## src/rtl/seq_divider_pkg.sv

```systemverilog
// Shared types and defaults for the sequential restoring divider.
package div_pkg;

  localparam int DIV_W = 4;

  typedef enum logic {
    IDLE,
    CALC
  } div_state_t;

endpackage

```

## src/rtl/seq_divider_if.sv

```systemverilog
// start/rdy request bus of the divider, shared with the shift-add multiplier.
interface seq_divider_if
  import div_pkg::*;
#(
  parameter int W = DIV_W
);

  logic         start;
  logic [W-1:0] dividend;
  logic [W-1:0] divisor;
  logic         rdy;
  logic [W-1:0] quotient;
  logic [W-1:0] remainder;
  logic         div_by_zero;

  modport master (
    output start, dividend, divisor,
    input  rdy, quotient, remainder, div_by_zero
  );

  modport slave (
    input  start, dividend, divisor,
    output rdy, quotient, remainder, div_by_zero
  );

endinterface

```

## src/rtl/seq_divider_step.sv

```systemverilog
// One combinational restoring-division step: shift in a dividend bit, try to subtract.
module div_step #(
  parameter int W = 4
) (
  input  logic [W:0]   i_pr,
  input  logic         i_dq_msb,
  input  logic [W-1:0] i_dvs,
  output logic [W:0]   o_pr,
  output logic         o_qbit
);

  logic [W+1:0] w_t;
  logic [W+1:0] w_d;

  // pr always stays below dvs, so its top bit is 0 and the shift needs no truncation.
  assign w_t    = {i_pr, i_dq_msb};
  assign w_d    = w_t - {2'b00, i_dvs};
  assign o_qbit = ~w_d[W+1];
  assign o_pr   = o_qbit ? w_d[W:0] : w_t[W:0];

endmodule

```

## src/rtl/seq_divider.sv

```systemverilog
// Sequential restoring divider: one quotient bit per clock, W-cycle latency, start/rdy handshake.
module seq_divider
  import div_pkg::*;
#(
  parameter int W = DIV_W
) (
  input logic          clk,
  input logic          reset_l,
  seq_divider_if.slave bus
);

  localparam int CW = $clog2(W + 1);

  div_state_t    r_state;
  div_state_t    w_next_state;
  logic [CW-1:0] r_cnt;
  logic [W-1:0]  r_dq;
  logic [W-1:0]  r_dvs;
  logic [W:0]    r_pr;
  logic [W-1:0]  r_quotient;
  logic [W-1:0]  r_remainder;
  logic          r_div_by_zero;

  logic [W:0]    w_next_pr;
  logic [W-1:0]  w_next_dq;
  logic          w_qbit;
  logic          w_accept;
  logic          w_done;
  logic          w_rdy;

  div_step #(.W(W)) u_step (
    .i_pr     (r_pr),
    .i_dq_msb (r_dq[W-1]),
    .i_dvs    (r_dvs),
    .o_pr     (w_next_pr),
    .o_qbit   (w_qbit)
  );

  assign w_next_dq = {r_dq[W-2:0], w_qbit};
  assign w_done    = (r_cnt == CW'(1));

  // NOTE: sequential state uses non-blocking (<=) so every register samples pre-edge values.
  always_ff @(posedge clk or negedge reset_l) begin
    if (!reset_l) r_state <= IDLE;
    else          r_state <= w_next_state;
  end

  // NOTE: every output gets a default first so no path through the case infers a latch.
  always_comb begin
    w_next_state = r_state;
    w_rdy        = 1'b0;
    w_accept     = 1'b0;
    case (r_state)
      IDLE: begin
        w_rdy = 1'b1;
        if (bus.start) begin
          w_accept     = 1'b1;
          w_next_state = CALC;
        end
      end
      CALC:    if (w_done) w_next_state = IDLE;
      default: w_next_state = IDLE;
    endcase
  end

  always_ff @(posedge clk or negedge reset_l) begin
    if (!reset_l) begin
      r_cnt         <= '0;
      r_dq          <= '0;
      r_dvs         <= '0;
      r_pr          <= '0;
      r_quotient    <= '0;
      r_remainder   <= '0;
      r_div_by_zero <= 1'b0;
    end else if (w_accept) begin
      r_dq  <= bus.dividend;
      r_dvs <= bus.divisor;
      r_pr  <= '0;
      r_cnt <= CW'(W);
    end else if (r_state == CALC) begin
      r_dq  <= w_next_dq;
      r_pr  <= w_next_pr;
      r_cnt <= r_cnt - CW'(1);
      // Results are published only here, so a reset mid-operation never exposes a partial value.
      if (w_done) begin
        r_quotient    <= w_next_dq;
        r_remainder   <= w_next_pr[W-1:0];
        r_div_by_zero <= (r_dvs == '0);
      end
    end
  end

  assign bus.rdy         = w_rdy;
  assign bus.quotient    = r_quotient;
  assign bus.remainder   = r_remainder;
  assign bus.div_by_zero = r_div_by_zero;

endmodule

```

## src/flat_wrapper.sv

```systemverilog
// flat-port wrapper written by rule: the top's interface ports become plain ports
module seq_divider_flat import div_pkg::*;
#(
  parameter int W = DIV_W
)
  (clk, reset_l, bus_start, bus_dividend, bus_divisor, bus_rdy, bus_quotient, bus_remainder, bus_div_by_zero);
  seq_divider_if #(.W(W)) bus_i ();
  input logic clk;
  input logic reset_l;
  input wire logic [$bits(bus_i.start)-1:0] bus_start;
  input wire logic [$bits(bus_i.dividend)-1:0] bus_dividend;
  input wire logic [$bits(bus_i.divisor)-1:0] bus_divisor;
  output wire logic [$bits(bus_i.rdy)-1:0] bus_rdy;
  output wire logic [$bits(bus_i.quotient)-1:0] bus_quotient;
  output wire logic [$bits(bus_i.remainder)-1:0] bus_remainder;
  output wire logic [$bits(bus_i.div_by_zero)-1:0] bus_div_by_zero;
  assign bus_i.start = bus_start;
  assign bus_i.dividend = bus_dividend;
  assign bus_i.divisor = bus_divisor;
  assign bus_rdy = bus_i.rdy;
  assign bus_quotient = bus_i.quotient;
  assign bus_remainder = bus_i.remainder;
  assign bus_div_by_zero = bus_i.div_by_zero;
  seq_divider #(.W(W)) u_core (.clk(clk), .reset_l(reset_l), .bus(bus_i));
endmodule
```

## config.mk

```make
export PLATFORM = sky130hd
export DESIGN_NAME = seq_divider_flat
export DESIGN_NICKNAME = d
export VERILOG_FILES = /design/src/rtl/seq_divider_pkg.sv /design/src/rtl/seq_divider_if.sv /design/src/rtl/seq_divider_step.sv /design/src/rtl/seq_divider.sv /design/src/flat_wrapper.sv
export SDC_FILE = /design/constraint.sdc
export NUM_CORES = 1
export LEC_CHECK = 0
export ABC_AREA = 1
export CORE_UTILIZATION = 50
export CTS_BUF_LIST = sky130_fd_sc_hd__clkbuf_4
export CTS_CLUSTER_SIZE = 30
export DETAILED_ROUTE_END_ITERATION = 16
export PLACE_DENSITY = 0.77
export REMOVE_ABC_BUFFERS = 1
export SLEW_MARGIN = 20
export SYNTH_ARGS = -nofsm -noshare
export SYNTH_HDL_FRONTEND = slang
export SYNTH_SLANG_ARGS = --single-unit
```

## constraint.sdc

```tcl
create_clock -name clk -period 1.5 [get_ports clk]
set_input_delay 0.225 -clock clk [delete_from_list [all_inputs] [get_ports clk]]
set_output_delay 0.225 -clock clk [all_outputs]
set_load 0.02 [all_outputs]
```

## Word level (Yosys, flattened, before mapping)

Cells that the tools add are included.

| operators by class | value |
|---|---|
| add/subtract/negate cells | 2 |
| $mul | 0 |
| div/mod/pow operators | 0 |
| $lt $le $gt $ge | 0 |
| equality and inequality tests | 1 |
| shifts and indexed selects | 0 |
| multiplexer cells | 12 |
| bitwise gates (word level) | 3 |
| reductions and logical operators | 3 |

Operators with widths:

| operator | number |
|---|---|
| 2-to-1 mux 5 bit | 3 |
| 2-to-1 mux 4 bit | 2 |
| 2-to-1 mux 3 bit | 2 |
| subtractor 6 x 4 -> 6 bit | 1 |
| zero test 4 bit | 1 |
| 2-to-1 mux 1 bit | 4 |
| == test 3 x 1 -> 1 bit, second input constant | 1 |
| NOT 1 bit | 3 |
| AND reduction 3 bit | 1 |
| subtractor 3 x 1 -> 3 bit, second input constant | 1 |
| case mux 1 bit (2 select lines) | 1 |
| nonzero test 2 bit | 1 |

| storage, ports and cells | value |
|---|---|
| register bits | 26 |
| latch bits | 0 |
| bits in writable memories | 0 |
| bits in read-only memories | 0 |
| input port bits | 11 |
| output and inout bits | 10 |
| memories | 0 |

## Logic depth before layout (Yosys ltp)

Gate-level depths: netlist of run 1.

| logic depth | value |
|---|---|
| depth after elaboration | 4 |
| mapped depth | 11 |
| depth with buffers taken out | 11 |

## By module

Synthesis of run 1 repeated with hierarchy kept, for this count alone.

| unflattened totals | value |
|---|---|
| cells, all modules | 166 |
| area, all modules | 1393.8 µm² |

By module, submodules not included:

| module | instances | cells an instance | area an instance (µm²) | seq. area each (µm²) |
|---|---|---|---|---|
| seq_divider | 1 | 111 | 1061.0 | 650.6 |
| div_step | 1 | 55 | 332.8 | 0.0 |

## Worst setup path after synthesis of run 1

No wires, ideal clock.

| timing path | value |
|---|---|
| kind | register to register |
| from | register u_core.r_dq[3] |
| to | register u_core.r_pr[4] |
| setup time | 0.117 ns |
| data arrival time | 1.408 ns |
| required time | 1.383 ns |
| path slack | -0.026 ns |
| cell stages (with the launch flop) | 11 |
| buffers on the path | 0 |
| period minus slack after synthesis | 1.526 ns |
| cell sequence | dfrtp_1 > inv_1 > ha_1 > inv_1 > fa_1 > nand3_1 > nand3_1 > nand2_1 > nand3_1 > nand3_1 > nand2_1 |

| on the way | value |
|---|---|
| cells in the longest elaborated chain, start to end | 4 |

RTL lines:

| item | RTL line | RTL |
|---|---|---|
| start: declaration | seq_divider.sv:17 | `logic [W-1:0] r_dq;` |
| start signal: assignment | seq_divider.sv:76 | `r_dq <= bus.dividend;` |
| start signal: assignment | seq_divider.sv:81 | `r_dq <= w_next_dq;` |
| subtractor 6 x 4 -> 6 bit | seq_divider_step.sv:17 | `assign w_d = w_t - {2'b00, i_dvs};` |
| 2-to-1 mux 5 bit | seq_divider_step.sv:19 | `assign o_pr = o_qbit ? w_d[W:0] : w_t[W:0];` |
| 2-to-1 mux 5 bit | seq_divider.sv:80 | `end else if (r_state == CALC) begin` |
| 2-to-1 mux 5 bit | seq_divider.sv:75 | `end else if (w_accept) begin` |
| end signal: assignment | seq_divider.sv:82 | `r_pr <= w_next_pr;` |
| end: declaration | seq_divider.sv:19 | `logic [W:0] r_pr;` |

Every way passes these cells. The select of a mux whose other input is x is not followed.
A chain may end at the register's enable or synchronous reset.

## Worst setup path in the final report of run 1

| timing path | value |
|---|---|
| from | register u_core.r_pr[2] |
| to | register u_core.r_remainder[1] (netlist: u_core.bus.remainder[1]) |

| on the way | value |
|---|---|
| cells in the longest elaborated chain, start to end | 2 |

RTL lines:

| item | RTL line | RTL |
|---|---|---|
| subtractor 6 x 4 -> 6 bit | seq_divider_step.sv:17 |  |
| 2-to-1 mux 5 bit | seq_divider_step.sv:19 |  |
| end signal: assignment | seq_divider.sv:87 | `r_remainder <= w_next_pr[W-1:0];` |
| end: declaration | seq_divider.sv:21 | `logic [W-1:0] r_remainder;` |

Every way passes these cells.

==> flow_summary.yaml, run 1 <==
yosys:
  yosysMostFrequentCell: "nand2_1"
  yosys-top-cells-count: "nand2_1 (43), dfrtp_1 (26), nand3_1 (23)"
  netlist_instances: 157
  synthFlopType: "dfrtp_1"
  ys_seq_area_frac: 0.481
  synth_top_area_frac: 0.481
  yosysWarnings: 0
  postSynthAreaPerCell_um2: 8.61
  synth.area.top_cells: "dfrtp_1 (48%), nand2_1 (12%), nand3_1 (8.5%)"
  ys_ff_latch: 26
  ys_types: 26
  synth_top_area_cell: "dfrtp_1"
  async_reset_ff_frac: 1.00
  synth_area_um2: 1350
  synth-edff-count: 0
worst_setup_path:
  rr_endpoint: "u_core.bus.remainder[1]$_DFFE_PN0P_"
  path_cells: "ha_4 > inv_2 > nor2_4 > nand3_4 > nand4_1 > nand3b_1 > nand3_1 > nand2_1"
  critPathLaunchType: "flop"
  crit_family: "simple AND/OR/NAND/NOR gates"
  path_class: "flop to flop"
  cpMaxStageDelayCell: "dfrtp_1"
  endpoint_kind: "flop"
  rrSetupSlack_ns: -0.13
  slowest_delay_ns: 0.45
  reg2reg_from: "u_core.r_pr[2]$_DFFE_PN0P_"
  worstPathRequired_ns: 1.75
  r2r_cells: 8
  path_max_fanout: 5
  critPathBufInv: 1
  critical_path_arrival_ns: 1.89
die:
  die_h_um: 54.0
  die_area_um2: 2910
  fp.dieW_um: 54.0
  ios: 21
  core_area_um2: 2520
  row_count: 18
  start_util: 0.536
global_route:
  grtUsageTotal: 0.255
  grt_pass1_wl_mm: 5.15
  grt_pass1_vias: 1209
  grt_max_degree: 27
  grt.overflow.total: 0
  antenna_found_initial: 0
cells_and_area:
  drive_above_1_share: 0.237
  instances_no_fill: 228
  fin_nets: 217
  area_growth_pct: 37.0
  fin_area_um2: 1850
  num_antenna_cells: 0
  fill_cells: 192
sta:
  final-setup-viol-count: 10
  post-route-min-period_ns: 1.63
  worst_clock_skew_ns: 0.00544
  final_hold_viol_count: 0
  period_share: 1.09
  rsz0062_at_grt: "true"
  slew_violations: 0
  tightest_slew_ns: 0.327
  setup_slack_ns: -0.131
  fmax_mhz: 613
  slew_headroom: 0.782
clock_network:
  max-clock-path-buffers: 2
  clock_sinks: 26
  numCtsBuffers: 3
  cts_tree: "built"
  root_buffer: "clkbuf_4"
  h-tree-depth: 1
  insertion_delay_ns: 0.34
  cts.clk_slew.worst_paths_ns: 0.15
place:
  dp_cells: 222
  place_congestion: 0.904
  port_buffers: 20
  dp_hpwl_mm: 2.23
  postPlaceCellArea_um2: 1710
detailed_routing:
  vias: 1230
  remaining_drc_errors: 0
  routed_wirelength_mm: 3.17
  wl_per_cell_um: 13.9
  first_pass_iters: 6
  final_antenna_net_count: 0
  drt_iter0_drc: 32
  viasPerCell: 5.39
flow_run:
  drv_cap: 0
power_and_ir_drop:
  leakagePower_nw: 0.940
  total_power_mw: 4.84
  cellPowerDensity_nw_per_um2: 2610
  peakVddDrop_uv: 1600
run_status:
  outcome: "finished with violations"
  violations: "setup timing"
min_path:
  hp-class: "primary input to async pin"
-- cells in the final DEF, fill, tap and decap left out, types with 3 or more instances in the layout --
cell and n:
nand2_1 42, dfrtp_1 26, nand3_1 22, buf_4 20, inv_1 17, clkdlybuf4s50_1 10, dlygate4sd2_1 10, inv_2 5
o21ai_0 4, nor2_2 3, o221ai_1 3, o21ai_1 3, nand3b_1 3, ha_4 3, ha_1 3, clkbuf_4 3
-- layer usage --
| layer | share of wire | vias to the layer above | GRT usage |
|---|---|---|---|
| met1 | 0.44 | 566 | 0.298 |
| met5 | 0 | - | 0 |
| met4 | 0.041 | 0 | 0.184 |
| met2 | 0.48 | 48 | 0.416 |
| li1 | - | 601 | - |
| met3 | 0.040 | 15 | 0.0480 |
-- layout make-up --
| cell class | instances | area, um2 | share of cell area |
|---|---|---|---|
| clock inverter | 1 | 30.0 | 0.0162 |
| multi-input combinational | 106 | 691 | 0.373 |
| inverter | 22 | 82.6 | 0.0446 |
| sequential | 26 | 651 | 0.351 |
| clock buffer | 3 | 22.5 | 0.0122 |
| tap | 30 | 37.5 | 0.0203 |
| timing repair buffer | 40 | 338 | 0.182 |
-- cell families (layout without fill, tap and decap cells) --
group / after synthesis / after routing / synth area share
and+or+nand+nor: 81 / 81 / 0.283
DFF: 26 / 26 / 0.481
buffers and inverters: 25 / 66 / 0.0731
AOI/OAI and AO/OA: 15 / 15 / 0.0685
adders and majority gates: 7 / 7 / 0.0704
muxes: 2 / 2 / 0.0167
xor gates and xnor gates: 1 / 1 / 0.00648
-- how the worst max path moves through the flow --
| stage | cells after the start | to | start |
|---|---|---|---|
| after CTS | 8 | u_core.bus.remainder[1]$_DFFE_PN0P_ | u_core.r_pr[2]$_DFFE_PN0P_ |
| after global routing | 8 | u_core.bus.remainder[1]$_DFFE_PN0P_ | u_core.r_pr[2]$_DFFE_PN0P_ |
| after floorplan | 6 | u_core.bus.quotient[0]$_DFFE_PN0P_ | u_core.r_state$_DFF_PN0_ |
| after global placement | 8 | u_core.bus.remainder[2]$_DFFE_PN0P_ | u_core.r_dq[3]$_DFFE_PN0P_ |
| final | 8 | u_core.bus.remainder[1]$_DFFE_PN0P_ | u_core.r_pr[2]$_DFFE_PN0P_ |
| after detailed placement | 10 | u_core.r_pr[4]$_DFFE_PN0P_ | u_core.r_dq[3]$_DFFE_PN0P_ |
-- power breakdown --
| part | internal [mW] | switching [mW] | leakage [nW] |
|---|---|---|---|
| combinational | 1.31 | 1.73 | 0.597 |
| sequential | 1.06 | 0.242 | 0.315 |
| clock | 0.271 | 0.228 | 0.0279 |
-- stage by stage --
step	hold WS [ns]	utilization	TNS, ns	setup slack (ns)
floorplan	-0.0706	-	-0.406	-0.0761
global placement	0.468	0.677	-0.582	-0.0987
detailed placement	0.465	0.677	-1.13	-0.118
CTS	0.222	0.728	-0.567	-0.0791
global route	0.260	0.734	-1.62	-0.200
finish	0.222	0.734	-0.911	-0.131
-- repair_timing --
action	4_1_cts	5_1_grt
cloned	0	0
pin swaps	7	6
setup endpoints to repair	21	12
buffers inserted	2	0
hold buffers	0	0
resized for setup	22	6
-- registers in the layout, indices dropped and copies added, names as in the netlist --
register	count
u_core.r_pr	5
u_core.r_dvs	4
u_core.r_dq	4
u_core.r_state	1
u_core.bus.remainder	4
u_core.bus.div_by_zero	1
u_core.bus.quotient	4
u_core.r_cnt	3
Power figures use the tool's default switching activity.
==> run 2, diff against run 1 <==
- GPL_TIMING_DRIVEN: not set -> 1
==> results of run 2 <==
No change in the layout: final DEF, timing and power equal those of run 1.
==> run 3, diff against run 2 <==
- CORE_UTILIZATION: 50 -> 40
- PLACE_DENSITY: 0.77 -> 0.64
==> run 3 against run 2 <==
Compared with the run above:
- the run still ends with setup timing left
- fmax rose by 4.0%
- total power is 5.2% lower
- sequential cell count stayed put
- first-iteration DRC count rose by 16%
- worst hold slack better by 0.040 ns
- final area shrank 0.27%
- largest cell class unchanged
==> flow_summary.yaml, run 3 (synthesis gave the netlist of run 1 again) <==
detailed_routing:
  first_pass_iters: 4
  drt_iter0_drc: 37
  wl_per_cell_um: 12.1
  vias: 1190
  final_antenna_net_count: 0
  routed_wirelength_mm: 2.98
  viasPerCell: 4.84
  remaining_drc_errors: 0
die:
  row_count: 20
  die_h_um: 60.1
  die_area_um2: 3610
  fp.dieW_um: 60.1
  start_util: 0.432
  ios: 21
  core_area_um2: 3130
place:
  dp_hpwl_mm: 2.22
  place_ws_ns: -0.111
  port_buffers: 20
  place_congestion: 0.804
cells_and_area:
  fin_util: 0.590
  num_antenna_cells: 0
  largest_reg_flops: 5
  area_growth_pct: 36.7
  drive_above_1_share: 0.248
  final_common_cell: "nand2_1"
  layout_common_cells: "nand2_1 (41), dfrtp_1 (26), buf_4 (24), nand3_1 (22), inv_1 (17)"
  top_register: "u_core.r_pr"
  fin_nets: 221
power_and_ir_drop:
  total_power_mw: 4.59
  leakagePower_nw: 0.944
  peakVddDrop_uv: 960
  cellPowerDensity_nw_per_um2: 2490
clock_network:
  numCtsBuffers: 3
  hold_buffers: 0
  max-clock-path-buffers: 2
  cts.clk_slew.worst_paths_ns: 0.14
  root_buffer: "clkbuf_4"
  insertion_delay_ns: 0.32
  h-tree-depth: 1
  cts_tree: "built"
  clock_sinks: 26
run_status:
  violations: "setup timing"
  outcome: "finished with violations"
sta:
  slew_violations: 0
  final-setup-viol-count: 9
  rsz0062_at_grt: "true"
  slew_headroom: 0.778
  final.setup.tns_ns: -0.463
  tightest_slew_ns: 0.333
  fmax_mhz: 638
  final_hold_viol_count: 0
  post-route-min-period_ns: 1.57
  setup_slack_ns: -0.0677
  worst_clock_skew_ns: 0.00263
  period_share: 1.05
worst_setup_path:
  path_class: "flop to flop"
  critical_path_arrival_ns: 1.79
  critPathLaunch: "u_core.r_pr[2]$_DFFE_PN0P_"
  reg2reg_from: "u_core.r_pr[2]$_DFFE_PN0P_"
  worstPathRequired_ns: 1.73
  path_max_fanout: 5
  critPathLaunchType: "flop"
  endpoint_kind: "flop"
global_route:
  grt_pass1_wl_mm: 4.77
  grt_pass1_vias: 1142
  grtUsageTotal: 0.180
  antenna_found_initial: 0
  grt_max_degree: 27
  grt.overflow.total: 0
flow_run:
  drv_cap: 0
min_path:
  hp-class: "primary input to async pin"
==> run 3: cell count changes in the layout (fill, tap and decap cells not counted), sizes merged <==
cell    delta
bufinv     -1
buf        +4
clkinv     +1
==> run 3: report_power, final <==
group / total (mW) / switching [mW] / leakage, nW / internal, mW
Sequential: 1.27 / 0.218 / 0.315 / 1.06
Clock: 0.305 / 0.208 / 0.0154 / 0.0973
Combinational: 3.01 / 1.65 / 0.614 / 1.36
==> run 3: final cells by class <==
type	instances	area, um2
clock inverter	1	3.75
tap	44	55.1
inverter	22	85.1
sequential	26	651
timing repair buffer	44	368
multi-input combinational	106	662
clock buffer	3	22.5
fill	290	1280
==> run 3: final timing paths <==
check,slack (ns),to,depth (start not counted)
max,-0.07,u_core.r_pr[0]$_DFFE_PN0P_,8
min,0.26,u_core.r_pr[3]$_DFFE_PN0P_,2
max reg2reg,-0.07,u_core.r_pr[0]$_DFFE_PN0P_,8
min reg2reg,0.50,u_core.bus.remainder[2]$_DFFE_PN0P_,2
max in group asynchronous,0.99,u_core.r_cnt[1]$_DFFE_PN0P_,2
min in group clk,0.45,u_core.r_dvs[1]$_DFFE_PN0P_,3
==> run 3: critical path: stages (launching register included) <==
cell     delay [ns]
dfrtp_1        0.44
ha_4           0.30
inv_4          0.04
nor2_4         0.09
nand3_2        0.11
nand4_1        0.21
nand3_1        0.13
nand3_1        0.10
nand2_1        0.05
==> run 3: metal layers <==
metal | vias up | part of all wire | track usage | wire (um)
met5 | - | 0 | 0 | 0
li1 | 606 | - | - | -
met4 | 0 | 0.0057 | 0.0598 | 17
met2 | 27 | 0.48 | 0.312 | 1440
met3 | 2 | 0.032 | 0.0281 | 94
met1 | 555 | 0.48 | 0.227 | 1430
==> run 3: timing repair <==
| item | 4_1_cts | 5_1_grt |
|---|---|---|
| endpoints found under the hold margin | 0 | 0 |
| setup buffers | 1 | 3 |
| setup endpoints to repair | 20 | 11 |
| gates resized for setup | 18 | 7 |
| pin swaps | 14 | 13 |
==> run 3: through the flow <==
| step | area (um2) | hold slack, ns | cells |
|---|---|---|---|
| CTS | 1800 | 0.263 | 243 |
| floorplan | 1340 | -0.0706 | 154 |
| finish | 1850 | 0.262 | 246 |
| global route | 1850 | 0.267 | 246 |
| global placement | 1740 | 0.468 | 238 |
| detailed placement | 1740 | 0.469 | 238 |
